## src/rtl/y86_pkg.sv

```systemverilog
// y86_pkg: shared Y86-64 icode/ifun/register constants and condition-code bit positions
package y86_pkg;
  localparam logic [3:0] I_CMOVXX = 4'h2;
  localparam logic [3:0] I_OPQ    = 4'h6;
  localparam logic [3:0] I_JXX    = 4'h7;
  localparam logic [3:0] ALU_ADD  = 4'h0;
  localparam logic [3:0] ALU_SUB  = 4'h1;
  localparam logic [3:0] ALU_AND  = 4'h2;
  localparam logic [3:0] ALU_XOR  = 4'h3;
  localparam logic [3:0] C_YES    = 4'h0;
  localparam logic [3:0] C_LE     = 4'h1;
  localparam logic [3:0] C_L      = 4'h2;
  localparam logic [3:0] C_E      = 4'h3;
  localparam logic [3:0] C_NE     = 4'h4;
  localparam logic [3:0] C_GE     = 4'h5;
  localparam logic [3:0] C_G      = 4'h6;
  localparam logic [3:0] RNONE    = 4'hF;
  localparam int ZF_B = 2;
  localparam int SF_B = 1;
  localparam int OF_B = 0;
  typedef enum logic [3:0] {
    COND_YES = 4'h0,
    COND_LE  = 4'h1,
    COND_L   = 4'h2,
    COND_E   = 4'h3,
    COND_NE  = 4'h4,
    COND_GE  = 4'h5,
    COND_G   = 4'h6
  } cond_e;
endpackage

```

## src/rtl/cond_eval.sv

```systemverilog
// cond_eval: jump/cmov condition from {ZF,SF,OF} (cc_i) and ifun (ifun_i) to cnd_o
module cond_eval
  import y86_pkg::*;
(
  input  logic [2:0] cc_i,
  input  logic [3:0] ifun_i,
  output logic       cnd_o
);
  logic zf, lt;
  always_comb begin
    zf = cc_i[ZF_B];
    lt = cc_i[SF_B] ^ cc_i[OF_B];
    cnd_o = ifun_i == C_YES ? 1'b1 :
            ifun_i == C_LE  ? lt | zf :
            ifun_i == C_L   ? lt :
            ifun_i == C_E   ? zf :
            ifun_i == C_NE  ? !zf :
            ifun_i == C_GE  ? !lt :
            ifun_i == C_G   ? !lt && !zf : 1'b0;
  end
endmodule

```

## src/rtl/exec_cc_stage.sv

```systemverilog
// exec_cc_stage: Y86-64 execute back end (flags, CC register, cond eval, E->M valid/ready register); `CC_STATS_EN adds cc_upd_cnt
module exec_cc_stage
  import y86_pkg::*;
#(
  parameter int WIDTH = 64
) (
  input  logic             clk,
  input  logic             rst,
  input  logic             in_valid,
  output logic             in_ready,
  input  logic [3:0]       in_icode,
  input  logic [3:0]       in_ifun,
  input  logic [WIDTH-1:0] alu_a,
  input  logic [WIDTH-1:0] alu_b,
  input  logic [WIDTH-1:0] alu_e,
  input  logic [WIDTH-1:0] in_valA,
  input  logic [3:0]       in_dstE,
  input  logic [3:0]       in_dstM,
  input  logic             exc_mw,
  output logic             out_valid,
  input  logic             out_ready,
  output logic [WIDTH-1:0] out_valE,
  output logic [WIDTH-1:0] out_valA,
  output logic [3:0]       out_dstE,
  output logic [3:0]       out_dstM,
  output logic [3:0]       out_icode,
  output logic             out_cnd,
  output logic [2:0]       cc
`ifdef CC_STATS_EN
  ,
  output logic [31:0]      cc_upd_cnt
`endif
);
  localparam int M = WIDTH - 1;
  logic             valid_q;
  logic [WIDTH-1:0] val_e_q, val_a_q;
  logic [3:0]       dst_e_q, dst_m_q, icode_q;
  logic             cnd_q;
  logic [2:0]       cc_q, cc_d;
  logic [3:0]       dst_e_d;
  logic             acc, cc_wr, cnd_raw, cnd_d, of;
  logic             unused_ab;
  cond_eval u_cond (
    .cc_i   (cc_q),
    .ifun_i (in_ifun),
    .cnd_o  (cnd_raw)
  );
  assign unused_ab = ^{alu_a[M-1:0], alu_b[M-1:0]};
  always_comb begin
    in_ready = !valid_q || out_ready;
    acc      = in_valid && in_ready;
    cc_wr    = acc && in_icode == I_OPQ && !exc_mw;
    of = in_ifun == ALU_ADD ? alu_a[M] == alu_b[M] && alu_e[M] != alu_a[M] :
         in_ifun == ALU_SUB ? alu_a[M] != alu_b[M] && alu_e[M] != alu_b[M] : 1'b0;
    cc_d    = {alu_e == '0, alu_e[M], of};
    cnd_d   = (in_icode == I_JXX || in_icode == I_CMOVXX) ? cnd_raw : 1'b0;
    dst_e_d = (in_icode == I_CMOVXX && !cnd_raw) ? RNONE : in_dstE;
  end
  always_ff @(posedge clk) begin
    if (rst) begin
      valid_q <= 1'b0;
      val_e_q <= '0;
      val_a_q <= '0;
      dst_e_q <= RNONE;
      dst_m_q <= RNONE;
      icode_q <= 4'h0;
      cnd_q   <= 1'b0;
      cc_q    <= 3'b100;
    end else begin
      if (acc) begin
        valid_q <= 1'b1;
        val_e_q <= alu_e;
        val_a_q <= in_valA;
        dst_e_q <= dst_e_d;
        dst_m_q <= in_dstM;
        icode_q <= in_icode;
        cnd_q   <= cnd_d;
      end else if (out_ready) begin
        valid_q <= 1'b0;
      end
      if (cc_wr) cc_q <= cc_d;
    end
  end
`ifdef CC_STATS_EN
  logic [31:0] cnt_q;
  always_ff @(posedge clk) begin
    if (rst) cnt_q <= '0;
    else if (cc_wr) cnt_q <= cnt_q + 32'd1;
  end
  assign cc_upd_cnt = cnt_q;
`endif
  assign out_valid = valid_q;
  assign out_valE  = val_e_q;
  assign out_valA  = val_a_q;
  assign out_dstE  = dst_e_q;
  assign out_dstM  = dst_m_q;
  assign out_icode = icode_q;
  assign out_cnd   = cnd_q;
  assign cc        = cc_q;
endmodule

```

## config.mk

```make
export PLATFORM = sky130hd
export DESIGN_NAME = exec_cc_stage
export DESIGN_NICKNAME = d
export VERILOG_FILES = /design/src/rtl/y86_pkg.sv /design/src/rtl/cond_eval.sv /design/src/rtl/exec_cc_stage.sv
export SDC_FILE = /design/constraint.sdc
export NUM_CORES = 1
export LEC_CHECK = 0
export ABC_AREA = 1
export CAP_MARGIN = 15
export CORE_AREA = 2 2 165 167
export CTS_CLUSTER_SIZE = 14
export DETAILED_ROUTE_END_ITERATION = 8
export DIE_AREA = 0 0 167 169
export GPL_TIMING_DRIVEN = 0
export SLEW_MARGIN = 20
export SYNTH_ARGS = -nofsm -noshare
export SYNTH_HDL_FRONTEND = slang
export SYNTH_SLANG_ARGS = --single-unit
```

## constraint.sdc

```tcl
create_clock -name clk -period 3.2 [get_ports clk]
set_input_delay 0.64 -clock clk [delete_from_list [all_inputs] [get_ports clk]]
set_output_delay 0.64 -clock clk [all_outputs]
set_load 0.05 [all_outputs]
```

==> out/metrics.yaml <==
status: "finished, final reports clean"
syn_area_mm2: 0.00548
rows: 60
grt_max_degree: 17
power-per-cell-area_mw_per_mm2: 574
tns_ns: 0
grt_pass1_wl_mm: 31.6
wl_mm: 20.8
syn_inst: 715
h-tree-depth: 4
fin_skew_ns: 0.00623
wire_per_inst_um: 15.1
fmax_ghz: 0.377
firstDrtPassIters: 6
numClockSinks: 145
grtUsageMet3_pct: 6.01
path_clk_slew_ns: 0.07
relSlewSlack_pct: 60.6
end_kind: "output pin"
dpl_cell_area_mm2: 0.00887
final_cell_mix: "296 x clkdlybuf4s50_1, 224 x nor2_1, 145 x dfxtp_1, 119 x o21ai_0, 43 x inv_1"
num_vias: 5725
slew_viol_final: 0
yosys_register_bits: 145
final_common_cell: "clkdlybuf4s50_1"
gr-total-overflow: 0
avgViaCountPerCell: 4.14
cp.required_ns: 2.56
clkPwrFrac_pct: 38.2
die-area_mm2: 0.0282
cts_inserted_buffers: 17
synth-seq-area-share_pct: 52.9
ys_warn_count: 0
nets: 1307
synth.avg_cell_area_um2: 7.67
hold_path_class: "flip-flop to flip-flop"
ir_worst_vdd_uv: 257
start_util_pct: 20.7
whs_ns: 0.471
core_area_mm2: 0.0265
clockRootBuffer: "clkbuf_16"
use_met1_pct: 17.1
grt_use_total_pct: 14.5
ctsHoldBuffers: 0
drt_iter0_drc: 218
synth_cell_types: 25
internal_power_w: 0.00366
drc: 0
worstPathArrival_ns: 2.01
swShare_pct: 32.8
grt_util_met2_pct: 24.4
place_hpwl_mm: 16.0
drive_gt1_share_pct: 8.05
path_max_fanout: 3
die_x_um: 167
io_buffers: 296
place_congestion: 0.801
cts_tree: "done"
antenna_found_initial: 0
worstSetupPathType: "input port to output pin"
combPwrFrac_pct: 24.7
setup_ws_ns: 0.546
place_ws_ns: 0.549
setup_viol: 0
syn-num-nets: 992
antenna_cells: 0
busiest_layer: "met2"
stdcell_area_mm2: 0.00948
cts_buffer_depth: 2
final_util_pct: 35.8
nFillCells: 2781
setup.worst_path.start_class: "input port"
power.share.sequential_pct: 37.1
p_switching_w: 0.00179
cts_setup_buffers: 0
area_delta_synth_final_pct: 72.9
worstMarginPinSlew_ns: 0.590
die_height_um: 169
grt_pass1_vias: 5653
leakagePower_nw: 3.86
cts_resized: 0
rsz0062_at_grt: "no"
period_minus_slack_ns: 2.65
pin_count: 423
timing_hold_violations_final: 0
finalCritPeriodShare_pct: 82.9
drt.antenna.violating_nets: 0
maxCapViolations: 0
clk_latency_ns: 0.41
==> cell usage after synthesis <==
cell	number	area, um^2
o211ai_1	1	7.51
nor2_1	224	841
buf_6	10	113
buf_2	18	90.1
a21oi_1	39	195
inv_2	3	11.3
nand3_2	1	10.0
buf_4	1	7.51
inv_4	1	6.26
nor2_2	3	18.8
nand2_1	41	154
inv_1	43	161
nor3_1	1	5.00
nor3_4	1	16.3
nor4_1	5	31.3
nand3_1	14	70.1
o2111ai_1	1	8.76
clkbuf_2	12	60.1
o21ai_1	18	90.1
nand2_4	2	22.5
o21ai_0	119	596
a31oi_1	1	6.26
clkbuf_1	4	15.0
dfxtp_1	145	2900
nand4_1	7	43.8
==> per-layer routing <==
metal	share of wire [%]	up-vias	wire length (um)
met1	43	2551	8940
met3	10	9	2100
met2	46	213	9660
met4	0.67	0	140
met5	0	-	0
li1	-	2952	-
==> path summary, 6_finish.rpt <==
kind | to | start | slack [ns] | cells after the start
hold / removal | out_dstE[1] | out_dstE[1] | 0.47 | 2
setup / recovery | in_ready | out_ready | 0.55 | 4
hold reg to reg | out_dstE[1] | out_dstE[1] | 0.47 | 2
setup reg to reg | out_valE[39] | out_valid | 1.79 | 5
==> worst max-delay path: stages <==
cell and delay (ns):
clkdlybuf4s50_1 0.47, inv_2 0.04, nand2_4 0.06, clkdlybuf4s50_1 0.80
==> sequential cells by signal, indices dropped and copies added (netlist names) <==
register / count
out_valE: 64
out_valid: 1
out_valA: 64
out_icode: 4
out_dstM: 4
cc: 3
out_cnd: 1
out_dstE: 4
==> kinds of logic (layout without fill, tap and decap cells) <==
family                 count (synthesis)  in the layout  share of synthesized area, %
flip-flops                           145            145                          52.9
AO/OA/AOI/OAI                        179            179                          16.5
AND/OR/NAND/NOR                      299            299                          22.1
buffers and inverters                 92            420                          8.47
==> per-stage QoR <==
stage | instances | total power (W)
4_1_cts | 1384 | 0.00554
5_1_grt | 1384 | 0.00570
3_3_place_gp | 1352 | 0.00341
2_1_floorplan | 715 | 0.00283
3_5_place_dp | 1352 | 0.00341
6_report | 1384 | 0.00544
==> cell type report <==
cell class                      instances  area [um^2]  area share [%]
Buffer                                 45          285            3.01
Clock buffer                           18          439            4.63
Clock inverter                         14          169            1.78
Inverter                               47          179            1.89
Multi-Input combinational cell        478         2120            22.3
Sequential cell                       145         2900            30.6
Tap cell                              341          427            4.50
Timing Repair Buffer                  296         2960            31.3
==> power groups by stage <==
| stage | clock network [W] | registers [W] | logic [W] |
|---|---|---|---|
| floorplan | 0 | 0.00254 | 0.000285 |
| global placement | 0 | 0.00205 | 0.00136 |
| detailed placement | 0 | 0.00206 | 0.00136 |
| CTS | 0.00216 | 0.00202 | 0.00136 |
| global route | 0.00223 | 0.00203 | 0.00144 |
| finish | 0.00208 | 0.00202 | 0.00135 |
(Power assumes the default switching activity.)
